`src/rtl/axis_rr_stream_arbiter.sv`:
```
// axis_rr_stream_arbiter: N AXI-Stream requesters share one registered
// output stage. Arbitration is round-robin per packet and the grant is held
// until the s_last beat of the granted requester is accepted.
// Optional build macro: AXIS_RR_ARB_PRIO0_EN gives requester 0 priority at
// each arbitration point (it never preempts a packet already in progress).
//
// Handshake: a beat moves on a channel in any cycle where valid and ready are
// both high at the rising edge. Valid never waits for ready, and the
// producer holds data/last stable while valid is high and ready is low. The
// output stage accepts a beat when it is empty or downstream is taking the
// current one (stage_ready = ~m_valid | m_ready).
module axis_rr_stream_arbiter #(
  parameter int N        = 4,
  parameter int WIDTH    = 32,
  parameter int ID_WIDTH = 2
) (
  input  logic                  clk,
  input  logic                  rst,
  input  logic [N-1:0]          s_valid,
  output logic [N-1:0]          s_ready,
  input  logic [N*WIDTH-1:0]    s_data,
  input  logic [N-1:0]          s_last,
  output logic                  m_valid,
  input  logic                  m_ready,
  output logic [WIDTH-1:0]      m_data,
  output logic                  m_last,
  output logic [ID_WIDTH-1:0]   m_id,
  output logic                  busy
);

  localparam logic [0:0] IDLE  = 1'b0;
  localparam logic [0:0] GRANT = 1'b1;

  logic [0:0]          state;
  logic [ID_WIDTH-1:0] grant;
  logic [ID_WIDTH-1:0] rr_ptr;

  logic                stage_ready;
  logic                accept;
  logic                sel_valid;
  logic                sel_last;
  logic [WIDTH-1:0]    sel_data;
  logic [ID_WIDTH-1:0] pick;
  logic                pick_found;

  assign stage_ready = ~m_valid | m_ready;
  // busy doubles as the externally visible FSM state (high in GRANT)
  assign busy        = (state == GRANT);
  assign accept      = busy & sel_valid & stage_ready;

  // Select the granted requester's channel and steer stage_ready back to it
  always_comb begin
    sel_valid = 1'b0;
    sel_last  = 1'b0;
    sel_data  = '0;
    s_ready   = '0;
    for (int i = 0; i < N; i++) begin
      if (grant == ID_WIDTH'(i)) begin
        sel_valid  = s_valid[i];
        sel_last   = s_last[i];
        sel_data   = s_data[i*WIDTH +: WIDTH];
        s_ready[i] = busy & stage_ready;
      end
    end
  end

  // Round-robin search: first valid requester at or after rr_ptr+1 (mod N)
  always_comb begin
    pick       = '0;
    pick_found = 1'b0;
    for (int k = 1; k <= N; k++) begin
      for (int i = 0; i < N; i++) begin
        if (!pick_found && s_valid[i] && (((int'(rr_ptr) + k) % N) == i)) begin
          pick       = ID_WIDTH'(i);
          pick_found = 1'b1;
        end
      end
    end
`ifdef AXIS_RR_ARB_PRIO0_EN
    // Requester 0 wins any arbitration it takes part in
    if (s_valid[0]) begin
      pick       = '0;
      pick_found = 1'b1;
    end
`endif
  end

  // Arbiter FSM: latch a pick in IDLE, release after the last beat is taken
  always_ff @(posedge clk) begin
    if (rst) begin
      state  <= IDLE;
      grant  <= '0;
      rr_ptr <= ID_WIDTH'(N - 1);
    end else begin
      case (state)
        IDLE: begin
          if (pick_found) begin
            grant <= pick;
            state <= GRANT;
          end
        end
        GRANT: begin
          if (accept && sel_last) begin
            rr_ptr <= grant;
            state  <= IDLE;
          end
        end
        default: state <= IDLE;
      endcase
    end
  end

  // Output stage control: load on accept, empty when downstream takes it
  always_ff @(posedge clk) begin
    if (rst) begin
      m_valid <= 1'b0;
      m_last  <= 1'b0;
      m_id    <= '0;
    end else if (accept) begin
      m_valid <= 1'b1;
      m_last  <= sel_last;
      m_id    <= grant;
    end else if (m_ready) begin
      m_valid <= 1'b0;
    end
  end

  // Output data register; no reset needed since m_valid qualifies it
  always_ff @(posedge clk) begin
    if (accept) begin
      m_data <= sel_data;
    end
  end

endmodule
```
`config.mk`:
```
export PLATFORM = sky130hd
export DESIGN_NAME = axis_rr_stream_arbiter
export DESIGN_NICKNAME = d
export VERILOG_FILES = /design/src/rtl/axis_rr_stream_arbiter.sv
export SDC_FILE = /design/constraint.sdc
export NUM_CORES = 1
export LEC_CHECK = 0
export ABC_AREA = 1
export BUFFER_PORTS_ARGS = -buffer_cell sky130_fd_sc_hd__buf_2
export CORE_MARGIN = 2
export CORE_UTILIZATION = 42
export CTS_BUF_LIST = sky130_fd_sc_hd__clkbuf_2
export CTS_CLUSTER_SIZE = 12
export DETAILED_ROUTE_END_ITERATION = 6
export GPL_TIMING_DRIVEN = 0
export PLACE_DENSITY = 0.83
export SYNTH_ARGS = -nofsm -noshare
export SYNTH_HDL_FRONTEND = slang
export SYNTH_SLANG_ARGS = --single-unit
```
`constraint.sdc`:
```
create_clock -name clk -period 3.71 [get_ports clk]
set_clock_uncertainty 0.15 [all_clocks]
set_input_delay 1.113 -clock clk [delete_from_list [all_inputs] [get_ports clk]]
set_output_delay 1.113 -clock clk [all_outputs]
set_load 0.02 [all_outputs]
```
==> run metrics <==
die width 80.3 um; final non-filler cell area 3490 sq um; startpoint type of the worst setup path flip-flop; end of the worst register-to-register path m_last; critical path required time 2.45 ns; number of maximum-capacitance constraint violations 0; post-placement cell count 566; total global routing overflow 0; global routing's busiest layer met2; average wire length per cell after detail routing 14.4 um; final hold violation count 0; capturing element type of the critical path primary output; number of setup violations in the final report 0; power after layout 1570 uW; final critical delay including setup and external delays roughly 3.4 ns; worst max-slew margin expressed relative to the limit a little over two fifths; Routed WL 8.24 mm; highest ir drop seen on vdd 251 uV; number of buffers on the longest clock path 2; antenna cells 0; crit path max fanout 10; largest net degree at the start of global routing 38; Max Clock Freq 297 MHz; core box area 5570 sq um; transition at the pin with the smallest max-transition slack approximately 0.85 ns; worst endpoint data arrival time roughly 2.1 ns; antenna violation net count after detailed routing 0; post-cts resize count 0; met3 track utilization from global routing 4.27%; run status finished clean; FF-to-FF path depth 9; count of placed standard cells in the final layout, fillers left out 574; row cnt 27; vias post-DR 2973; number of DRC violations after detailed-routing iteration 0 171; floorplan die area 6440 sq um; fill cell instance count of the final layout 511; count of final max-slew check failures 0; Die H 80.3 um; number of global-route vias before repair 2759; pwr dens 449 nW/um^2; Post-Route Setup TNS 0 ns; most instantiated flip-flop cell in the synthesis netlist sky130_fd_sc_hd__edfxtp_1; Post-CTS Hold Buffers 0; count of flip-flops with a built-in enable after synthesis 32; type of the worst min-delay path reg -> reg; met2 usage 45.8%; fraction of final layout cells sized beyond drive strength 1 39.8%; worst hold stages 2; CTS tree yes; I/O Pins 180; post-layout net count 640; master cell of the clock root buffer sky130_fd_sc_hd__clkbuf_2; count of buffers added by post-CTS timing repair for setup 0; average instance area after synthesis just under 8 sq um; number of antenna violations at the first check in global routing 0; post-detail-place hpwl between 6 and 7 mm; reg-to-reg critical path startpoint grant[1]; #FFs+latches synth 41; Skew-Pair Late Insertion Delay approximately 0.37 ns; Remaining DRCs 0; unrepaired setup endpoints after global routing false; routability cong. 0.840; Buffers on Ports 179; total clock sinks between 40 and 50; wire length of the first global-routing pass 12.7 mm; number of CTS-inserted buffers 5; aggregate global-route resource usage 25.0%; final worst-path cycle share between 90 and 100%; synth unique cells 24; synthesized area 2440 sq um; count of mapped cells out of synthesis roughly 320; Clock transition at path regs roughly 0.19 ns; critical path class reg -> out; Initial Util 43.8%; H-tree depth 2; area post-placement between 3000 and 4000 sq um; share of Yosys cell area claimed by the top area cell type 39.3%; Ys Warns 0; met1 routing resource usage after global routing 29.7%; Pleak 0.00170 uW; sequential-to-total area share from yosys stat between 40 and 50%; final core utilization 62.7%; DR vias/cell 5.18; Yosys top cell by area sky130_fd_sc_hd__edfxtp_1; internal reg-to-reg setup slack 1.03 ns; Async SR Flop Fraction 0%; Worst Hold Path EP m_last; syn_nets about 450; synth top area cells sky130_fd_sc_hd__edfxtp_1 39%, sky130_fd_sc_hd__nand2_1 14%, sky130_fd_sc_hd__dfxtp_1 7.4%, sky130_fd_sc_hd__nor2_1 5.8%, sky130_fd_sc_hd__a221oi_1 5.7%; area delta synth->final 43.1%; number of detailed-route iterations in the first pass 4; Hold Path Origin m_last
[how the worst max path moves through the flow]
| stage | slack [ns] | startpoint | end |
|---|---|---|---|
| after global routing | 0.16 | grant[1] | s_ready[1] |
| after floorplan | 0.27 | m_ready | m_last |
| final | 0.34 | grant[1] | s_ready[1] |
| after detailed placement | 0.36 | m_ready | m_last |
| after global placement | -0.12 | m_ready | m_last |
| after CTS | 0.30 | grant[1] | s_ready[1] |
[synth_stat cells, types with 2 or more instances]
cell type,n
sky130_fd_sc_hd__nor2_2,5
sky130_fd_sc_hd__a21oi_1,20
sky130_fd_sc_hd__o211ai_1,2
sky130_fd_sc_hd__nand4_1,21
sky130_fd_sc_hd__dfxtp_1,9
sky130_fd_sc_hd__clkbuf_1,14
sky130_fd_sc_hd__inv_1,23
sky130_fd_sc_hd__nand2_1,89
sky130_fd_sc_hd__nor3_1,3
sky130_fd_sc_hd__nand3_1,26
sky130_fd_sc_hd__nor2_1,38
sky130_fd_sc_hd__nand4_2,2
sky130_fd_sc_hd__o21ai_0,4
sky130_fd_sc_hd__a221oi_1,16
sky130_fd_sc_hd__buf_2,3
sky130_fd_sc_hd__edfxtp_1,32
[registers in the layout, summed over array words and instances, names as in the netlist]
signal / cells
m_id: 2
m_valid: 1
busy: 1
grant: 2
m_data: 32
rr_ptr: 2
m_last: 1
[area by class of cell]
| cell class | instances | area, sq um | share of cell area (%) |
|---|---|---|---|
| clock buffers | 6 | 30.0 | 0.859 |
| flip-flops and latches | 41 | 1140 | 32.7 |
| well taps | 72 | 90.1 | 2.58 |
| repair buffers | 179 | 896 | 25.6 |
| plain buffers | 18 | 71.3 | 2.04 |
| inverters | 24 | 90.1 | 2.58 |
| clock inverters | 2 | 33.8 | 0.967 |
| multi-input cells | 232 | 1140 | 32.7 |
[logic make-up (layout without fill, tap and decap cells)]
group	Yosys count	after routing	synth area share [%]
flops	41	41	46.7
compound gates	45	45	12.1
buf+inv	42	229	6.61
simple gates	187	187	34.5
[cell usage in the layout (no fill, tap or decap)]
master,instances
sky130_fd_sc_hd__nor3b_1,1
sky130_fd_sc_hd__nand2_1,88
sky130_fd_sc_hd__nor2_2,5
sky130_fd_sc_hd__a221oi_1,16
sky130_fd_sc_hd__nand3_1,26
sky130_fd_sc_hd__o211ai_1,2
sky130_fd_sc_hd__o22ai_1,1
sky130_fd_sc_hd__nor2_1,38
sky130_fd_sc_hd__buf_1,1
sky130_fd_sc_hd__buf_2,182
sky130_fd_sc_hd__edfxtp_1,32
sky130_fd_sc_hd__o21bai_1,1
sky130_fd_sc_hd__a21oi_1,20
sky130_fd_sc_hd__inv_2,1
sky130_fd_sc_hd__clkbuf_1,14
sky130_fd_sc_hd__bufinv_16,1
sky130_fd_sc_hd__inv_1,23
sky130_fd_sc_hd__nand4_2,2
sky130_fd_sc_hd__nand2_2,1
sky130_fd_sc_hd__o21a_1,1
sky130_fd_sc_hd__dfxtp_1,9
sky130_fd_sc_hd__nor3_2,1
sky130_fd_sc_hd__nand4_1,21
sky130_fd_sc_hd__o21ai_0,4
sky130_fd_sc_hd__nor3_4,1
sky130_fd_sc_hd__nor3_1,3
sky130_fd_sc_hd__clkbuf_2,6
sky130_fd_sc_hd__clkinv_1,1
[metrics by stage]
| stage | setup slack (ns) | hold slack [ns] |
|---|---|---|
| 2_1_floorplan | 0.271 | 0.389 |
| 3_3_place_gp | -0.121 | 0.300 |
| 3_5_place_dp | 0.363 | 0.305 |
| 4_1_cts | 0.297 | 0.329 |
| 5_1_grt | 0.160 | 0.353 |
| 6_report | 0.343 | 0.328 |
[per-layer routing]
layer / wire, um / vias up
met1: 3290 / 1346
met3: 634 / 12
met5: 0 / -
li1: - / 1466
met2: 4180 / 149
met4: 138 / 0
[report_power, final]
| part | switching [uW] | total [uW] | internal (uW) |
|---|---|---|---|
| logic | 433 | 669 | 235 |
| registers | 24.4 | 642 | 618 |
| clock network | 142 | 257 | 115 |
| total | 600 | 1570 | 968 |
[worst max-delay path, cell delays in order, from the launching register on]
cell,delay (ns)
sky130_fd_sc_hd__dfxtp_1,0.33
sky130_fd_sc_hd__buf_2,0.15
sky130_fd_sc_hd__inv_1,0.09
sky130_fd_sc_hd__clkbuf_1,0.38
sky130_fd_sc_hd__clkbuf_1,0.42
sky130_fd_sc_hd__nand2_1,0.09
sky130_fd_sc_hd__nor2_1,0.11
sky130_fd_sc_hd__buf_2,0.17
Note: power is estimated with default switching activity, not from simulation.
